File: src/rtl/lsu_ctrl.sv
// Load/store unit controller: accepts one byte/half/word access, checks legality and
// alignment, runs a single memory request/response handshake with a cycle timeout, and
// returns extended load data (or zero for stores and errors) with a 2-bit status code.
module lsu_ctrl #(
  parameter int unsigned TIMEOUT = 255
) (
  input  logic        clk,
  input  logic        rst_n,
  input  logic        in_valid,
  output logic        in_ready,
  input  logic        in_wr,
  input  logic [2:0]  in_op,
  input  logic [31:0] in_addr,
  input  logic [31:0] in_wdata,
  output logic        mem_valid,
  input  logic        mem_ready,
  output logic [31:0] mem_addr,
  output logic        mem_wen,
  output logic [31:0] mem_wdata,
  output logic [3:0]  mem_wmask,
  input  logic        mem_rvalid,
  input  logic [31:0] mem_rdata,
  output logic        out_valid,
  input  logic        out_ready,
  output logic [31:0] out_data,
  output logic [1:0]  out_err
);

  localparam logic [1:0] IDLE = 2'd0;
  localparam logic [1:0] REQ  = 2'd1;
  localparam logic [1:0] WAIT = 2'd2;
  localparam logic [1:0] RESP = 2'd3;

  localparam logic [15:0] TimeoutVal = 16'(TIMEOUT);

  localparam logic [1:0] ErrOk       = 2'b00;
  localparam logic [1:0] ErrMisalign = 2'b01;
  localparam logic [1:0] ErrIllegal  = 2'b10;
  localparam logic [1:0] ErrTimeout  = 2'b11;

  logic [1:0]  state_q, state_d;
  logic [15:0] cnt_q, cnt_d;
  logic [2:0]  op_q, op_d;
  logic [1:0]  lane_q, lane_d;
  logic [31:0] mem_addr_q, mem_addr_d;
  logic        mem_wen_q, mem_wen_d;
  logic [31:0] mem_wdata_q, mem_wdata_d;
  logic [3:0]  mem_wmask_q, mem_wmask_d;
  logic [31:0] out_data_q, out_data_d;
  logic [1:0]  out_err_q, out_err_d;

  logic        illegal;
  logic        misaligned;
  logic [31:0] st_wdata;
  logic [3:0]  st_wmask;
  logic [7:0]  ld_byte;
  logic [15:0] ld_half;
  logic [31:0] ld_data;
  logic [15:0] cnt_inc;

  // Classify the incoming request: illegal encodings first, then alignment.
  always_comb begin
    illegal = 1'b0;
    case (in_op)
      3'b011, 3'b110, 3'b111: illegal = 1'b1;
      3'b100, 3'b101:         illegal = in_wr;  // unsigned variants are load-only
      default:                illegal = 1'b0;
    endcase
    misaligned = 1'b0;
    case (in_op)
      3'b001, 3'b101: misaligned = in_addr[0];
      3'b010:         misaligned = |in_addr[1:0];
      default:        misaligned = 1'b0;
    endcase
  end

  // Shift store data into its byte lanes and build the matching write mask.
  always_comb begin
    st_wdata = in_wdata;
    st_wmask = 4'b1111;
    case (in_op[1:0])
      2'b00: begin
        st_wdata = {24'h0, in_wdata[7:0]} << {in_addr[1:0], 3'b000};
        st_wmask = 4'b0001 << in_addr[1:0];
      end
      2'b01: begin
        st_wdata = {16'h0, in_wdata[15:0]} << {in_addr[1], 4'b0000};
        st_wmask = in_addr[1] ? 4'b1100 : 4'b0011;
      end
      default: begin
        st_wdata = in_wdata;
        st_wmask = 4'b1111;
      end
    endcase
  end

  // Pick the addressed lane of the returned word and extend it.
  always_comb begin
    ld_byte = mem_rdata[7:0];
    case (lane_q)
      2'd0:    ld_byte = mem_rdata[7:0];
      2'd1:    ld_byte = mem_rdata[15:8];
      2'd2:    ld_byte = mem_rdata[23:16];
      default: ld_byte = mem_rdata[31:24];
    endcase
    ld_half = lane_q[1] ? mem_rdata[31:16] : mem_rdata[15:0];
    case (op_q)
      3'b000:  ld_data = {{24{ld_byte[7]}}, ld_byte};
      3'b100:  ld_data = {24'h0, ld_byte};
      3'b001:  ld_data = {{16{ld_half[15]}}, ld_half};
      3'b101:  ld_data = {16'h0, ld_half};
      default: ld_data = mem_rdata;
    endcase
  end

  // Next-state logic for the access FSM, timeout counter and latched request/result.
  always_comb begin
    state_d     = state_q;
    cnt_d       = cnt_q;
    op_d        = op_q;
    lane_d      = lane_q;
    mem_addr_d  = mem_addr_q;
    mem_wen_d   = mem_wen_q;
    mem_wdata_d = mem_wdata_q;
    mem_wmask_d = mem_wmask_q;
    out_data_d  = out_data_q;
    out_err_d   = out_err_q;
    cnt_inc     = cnt_q + 16'd1;

    unique case (state_q)
      IDLE: begin
        if (in_valid) begin
          op_d       = in_op;
          lane_d     = in_addr[1:0];
          out_data_d = 32'h0;
          if (illegal) begin
            state_d   = RESP;
            out_err_d = ErrIllegal;
          end else if (misaligned) begin
            state_d   = RESP;
            out_err_d = ErrMisalign;
          end else begin
            state_d     = REQ;
            cnt_d       = 16'h0;
            out_err_d   = ErrOk;
            mem_addr_d  = {in_addr[31:2], 2'b00};
            mem_wen_d   = in_wr;
            mem_wdata_d = in_wr ? st_wdata : 32'h0;
            mem_wmask_d = in_wr ? st_wmask : 4'b0000;
          end
        end
      end
      REQ: begin
        cnt_d = cnt_inc;
        if (cnt_inc == TimeoutVal) begin
          state_d    = RESP;
          out_err_d  = ErrTimeout;
          out_data_d = 32'h0;
        end else if (mem_ready) begin
          state_d = WAIT;
        end
      end
      WAIT: begin
        cnt_d = cnt_inc;
        // A response arriving on the final allowed cycle still completes normally.
        if (mem_rvalid) begin
          state_d    = RESP;
          out_err_d  = ErrOk;
          out_data_d = mem_wen_q ? 32'h0 : ld_data;
        end else if (cnt_inc == TimeoutVal) begin
          state_d    = RESP;
          out_err_d  = ErrTimeout;
          out_data_d = 32'h0;
        end
      end
      RESP: begin
        if (out_ready) begin
          state_d = IDLE;
        end
      end
    endcase
  end

  // State and latched registers, cleared asynchronously.
  always_ff @(posedge clk or negedge rst_n) begin
    if (!rst_n) begin
      state_q     <= IDLE;
      cnt_q       <= 16'h0;
      op_q        <= 3'b000;
      lane_q      <= 2'b00;
      mem_addr_q  <= 32'h0;
      mem_wen_q   <= 1'b0;
      mem_wdata_q <= 32'h0;
      mem_wmask_q <= 4'b0000;
      out_data_q  <= 32'h0;
      out_err_q   <= ErrOk;
    end else begin
      state_q     <= state_d;
      cnt_q       <= cnt_d;
      op_q        <= op_d;
      lane_q      <= lane_d;
      mem_addr_q  <= mem_addr_d;
      mem_wen_q   <= mem_wen_d;
      mem_wdata_q <= mem_wdata_d;
      mem_wmask_q <= mem_wmask_d;
      out_data_q  <= out_data_d;
      out_err_q   <= out_err_d;
    end
  end

  // Outputs come only from state and registers; no input reaches an output directly.
  always_comb begin
    in_ready  = (state_q == IDLE);
    mem_valid = (state_q == REQ);
    out_valid = (state_q == RESP);
    mem_addr  = mem_addr_q;
    mem_wen   = mem_wen_q;
    mem_wdata = mem_wdata_q;
    mem_wmask = mem_wmask_q;
    out_data  = out_data_q;
    out_err   = out_err_q;
  end

endmodule

File: config.mk
export PLATFORM = sky130hd
export DESIGN_NAME = lsu_ctrl
export DESIGN_NICKNAME = d
export VERILOG_FILES = /design/src/rtl/lsu_ctrl.sv
export SDC_FILE = /design/constraint.sdc
export NUM_CORES = 1
export LEC_CHECK = 0
export CORE_ASPECT_RATIO = 0.75
export CORE_MARGIN = 2
export CORE_UTILIZATION = 45
export CTS_CLUSTER_SIZE = 16
export DETAILED_ROUTE_END_ITERATION = 7
export PLACE_DENSITY = 0.74
export SLEW_MARGIN = 20
export SYNTH_ARGS = -nofsm -noshare
export SYNTH_HDL_FRONTEND = slang
export SYNTH_SLANG_ARGS = --single-unit
export TNS_END_PERCENT = 1
File: constraint.sdc
create_clock -name clk -period 2.84 [get_ports clk]
set_clock_uncertainty 0.05 [all_clocks]
set_input_delay 0.426 -clock clk [delete_from_list [all_inputs] [get_ports clk]]
set_output_delay 0.426 -clock clk [all_outputs]
set_load 0.05 [all_outputs]
==> results by stage <==
Yosys:
- The post-synthesis instance area is 6980 µm².
- Synthesis instantiated 63 different standard cells from the library.
- Sequential elements use 44.5% of the synthesized area.
- The register bit count reported by yosys is 124.
- In the synthesized netlist, the number of instances is 821.
- The number of flops mapped to enable cells by yosys is 0.
- The fraction of registers with async set/reset is 100%.
- The average footprint of a synthesized cell is 8.50 µm².
- The number of warnings issued by yosys is 0.
- The commonest register cell after synthesis is sky130_fd_sc_hd__dfrtp_1.

Setup path:
- The critical register-to-register path startpoint is cnt_q[0]$_DFFE_PN0P_.
- In this run the worst setup path begins at cnt_q[0]$_DFFE_PN0P_.
- The arrival time reported for the critical path endpoint is 2960 ps.
- The type of origin of the critical path is a register.
- In this run the worst path has a maximum fanout of 7.
- The required time of the critical path is 3100 ps.
- The critical path start-end classification is register to register.
- The worst setup slack for register-to-register paths is 140 ps.
- The end of the worst register-to-register path is out_err[1]$_DFFE_PN0P_.
- The endpoint class of the critical path is a register.
- The number of cells on the worst reg-to-reg path is 7.

Worst hold path:
- The hold path startpoint is mem_addr[4]$_DFFE_PN0P_.
- The worst hold path passes through 2 cells.
- The class of the tightest hold or removal check is register to register.
- The sink of the worst hold path is mem_addr[4]$_DFFE_PN0P_.

Placement:
- Summed over all nets, the half-perimeter wirelength after detailed placement is 15.5 mm.
- At the end of routability-driven placement, the weighted congestion stood at 0.925.
- Buffers placed on the I/O ports in this run total 209.
- The worst setup slack after placement is 34.7 ps.

Power and ir drop:
- The worst-case IR drop observed on VDD is 770 µV.
- The analysis attributes to cell leakage a power of 4.27 nW.
- The proportion of total power due to net switching is 48.9%.
- In this run the power density over the cells is 1220 nW/µm².
- The internal power is 6.23 mW.
- The portion of total power attributed to the clock network is 18.4%.
- Sequential cells account for 24.8% of the total power.
- The switching power summed over all nets is 5.95 mW.
- Of the total power, combinational logic draws 56.8%.
- The design draws 12.2 mW.

STA:
- Static timing analysis puts the maximum clock frequency at 371 MHz.
- Summed over all failing endpoints, the final setup total negative slack is 0 ps.
- Setup violations remaining at the end of the flow were counted as 0.
- The transition time at the pin with the least slew margin is 1030 ps.
- Setup repair after global routing left no endpoint under its margin.
- The worst path meets setup with 142 ps of slack.
- The share of the cycle needed by the critical path after routing is 95.0%.
- The max-slew violation count was 0.
- Measured against its own limit, the worst slew margin works out to 31.4%.
- The minimum clock period is 2700 ps.
- The final number of hold-violating endpoints is 0.

Layout:
- Of the cells placed in the final design, the portion with a size suffix greater than 1 is 10.0%.
- The post-synthesis to final-layout area growth is 43.0%.
- The count of filler cells inserted in the layout is 1,252.
- At the end of the flow, the number of nets in the layout was 1,138.
- The number of diodes added for antenna fixing is 0.

Clocking:
- Clock-pin slew was measured on the worst setup and hold paths at 60 ps.
- The TritonCTS clock tree is done.
- The cell at the root of the clock tree is sky130_fd_sc_hd__clkbuf_16.
- The total number of clock tree sinks is 124.
- The longest clock path from root to sink contains 2 buffers.
- The H-tree depth is 4.
- The clock reaches the later pin of the worst-skew pair after 420 ps.
- In this run, CTS created clock tree buffers numbering 17.

Drt:
- The first routing iteration left 616 violations.
- The detail-routed via count per cell is 5.56.
- The number of design rule violations left after detail routing is 0.
- In this run the remaining antenna-violating nets after routing total 0.
- The wire length per cell is 17.6 µm.
- The sum of routed wire length over all layers is 21.9 mm.
- The first detailed-routing pass took 5 iterations.
- The routed layout has 6,912 vias.

Floorplan:
- The die outline height is 112 µm.
- The count of standard-cell rows is 39.
- The core region area is 15,200 µm².
- For this design the top-level I/O count stands at 212.
- The die covers 16,500 µm².
- The die span in x is 148 µm.
- The initial utilization of the core area, before any placement, comes to 46.0%.

Global routing:
- The pin count of the biggest net entering global routing is 57.
- The first global-routing pass estimated 35.1 mm of wire.
- The aggregate global routing overflow is 0.
- The aggregate global-route resource usage is 26.8%.
- The initial antenna violation count is 0.
- The number of global-route vias before repair is 6,449.

Flow run:
- The number of max-cap violations is 0.

Status:
- The run finished with clean final reports.
logic make-up after synthesis:
family / synth area share (%)
compound gates: 23.1
xor+xnor: 0.377
fa+ha+maj: 1.25
buf+inv: 5.65
flops: 44.5
mux: 3.12
other cells: 0.0537
simple gates: 22.0
critical path, cell delays in order, from the launching register on:
cell	delay (ps)
sky130_fd_sc_hd__dfrtp_1	440
sky130_fd_sc_hd__ha_2	270
sky130_fd_sc_hd__nand4_2	110
sky130_fd_sc_hd__or4_1	630
sky130_fd_sc_hd__xor2_1	220
sky130_fd_sc_hd__nand4_1	200
sky130_fd_sc_hd__or2_2	390
sky130_fd_sc_hd__a311oi_1	290
timing repair:
item | in CTS | in global routing
setup buffers | 0 | 0
hold buffers | 1 | 0
resized for setup | 0 | 2
endpoints found under the hold margin | 40 | 0
endpoints found under the setup margin | 0 | 8
layout by cell type (no fill, tap or decap), types with 7 or more instances in the layout:
cell type	count
sky130_fd_sc_hd__nor2_1	65
sky130_fd_sc_hd__a21oi_1	24
sky130_fd_sc_hd__a22o_1	20
sky130_fd_sc_hd__clkdlybuf4s50_1	208
sky130_fd_sc_hd__a221o_1	9
sky130_fd_sc_hd__nand2_1	191
sky130_fd_sc_hd__nand2b_1	9
sky130_fd_sc_hd__o21ai_1	15
sky130_fd_sc_hd__inv_1	23
sky130_fd_sc_hd__o221ai_2	10
sky130_fd_sc_hd__o21ai_0	68
sky130_fd_sc_hd__buf_4	36
sky130_fd_sc_hd__o31ai_1	7
sky130_fd_sc_hd__clkbuf_16	17
sky130_fd_sc_hd__o221ai_1	10
sky130_fd_sc_hd__dfrtp_1	123
sky130_fd_sc_hd__nor2b_1	11
sky130_fd_sc_hd__nor3_1	25
sky130_fd_sc_hd__a211oi_1	11
sky130_fd_sc_hd__mux2_2	12
sky130_fd_sc_hd__a22oi_1	16
sky130_fd_sc_hd__nand3_1	19
flip-flops by register name, summed over array words and instances (netlist names):
name	count
out_err	2
out_data	32
mem_addr	30
lane_q	2
mem_wmask	4
state_q	2
mem_wen	1
cnt_q	16
mem_wdata	32
op_q	3
power by group through the flow:
stage	combinational [mW]	sequential, mW	clock, mW
2_1_floorplan	2.52	5.01	0
3_3_place_gp	6.82	3.01	0
3_5_place_dp	6.89	3.02	0
4_1_cts	6.92	3.02	2.26
5_1_grt	7.34	3.12	2.35
6_report	6.91	3.02	2.24
worst max path at each step:
stage | depth (start not counted) | endpoint | slack, ps
final | 7 | out_err[1]$_DFFE_PN0P_ | 140
after global routing | 7 | out_err[1]$_DFFE_PN0P_ | 20
after CTS | 7 | out_err[1]$_DFFE_PN0P_ | 100
after detailed placement | 6 | mem_wdata[12]$_DFFE_PN0P_ | 30
after global placement | 6 | mem_wdata[13]$_DFFE_PN0P_ | 100
after floorplan | 11 | cnt_q[2]$_DFFE_PN0P_ | 210
layout make-up:
class | count | area [µm²] | area share (%)
multi-input cells | 610 | 3500 | 35.1
flip-flops and latches | 124 | 3100 | 31.1
repair buffers | 248 | 2420 | 24.3
clock buffers | 22 | 464 | 4.65
well taps | 205 | 256 | 2.57
clock inverters | 10 | 140 | 1.40
inverters | 24 | 90.1 | 0.903
through the flow:
| step | hold WS, ps | instance area [µm²] | utilization [%] | instances |
|---|---|---|---|---|
| CTS | 420 | 9970 | 65.7 | 1243 |
| detailed placement | 407 | 9360 | 61.7 | 1210 |
| finish | 421 | 9980 | 65.8 | 1243 |
| floorplan | 80.4 | 6980 | - | 822 |
| global placement | 401 | 9360 | 61.7 | 1210 |
| global route | 440 | 9980 | 65.8 | 1243 |
cell usage after synthesis, drive strengths merged (7+ instances only):
master / instances / area [µm²]
o221ai: 20 / 238
nand2b: 9 / 56.3
buf: 17 / 128
inv: 23 / 86.3
nor2: 65 / 244
o21ai: 84 / 424
a21oi: 25 / 125
a22oi: 16 / 120
nand4: 7 / 56.3
ha: 7 / 87.6
a22o: 20 / 175
a211oi: 11 / 82.6
nand2: 191 / 717
nor2b: 11 / 68.8
clkbuf: 47 / 176
mux2: 12 / 135
o31ai: 7 / 52.6
nor3: 25 / 125
dfrtp: 124 / 3100
nand3: 19 / 95.1
a221o: 9 / 90.1
metal layers:
| layer | global-route usage (%) | up-vias | share of wire (%) |
|---|---|---|---|
| met1 | 38.6 | 3263 | 45 |
| met4 | 7.18 | 0 | 1.9 |
| li1 | - | 3305 | - |
| met5 | 0 | - | 0 |
| met3 | 7.79 | 32 | 8.9 |
| met2 | 39.4 | 312 | 44 |
Note: power is estimated with default switching activity, not from simulation.
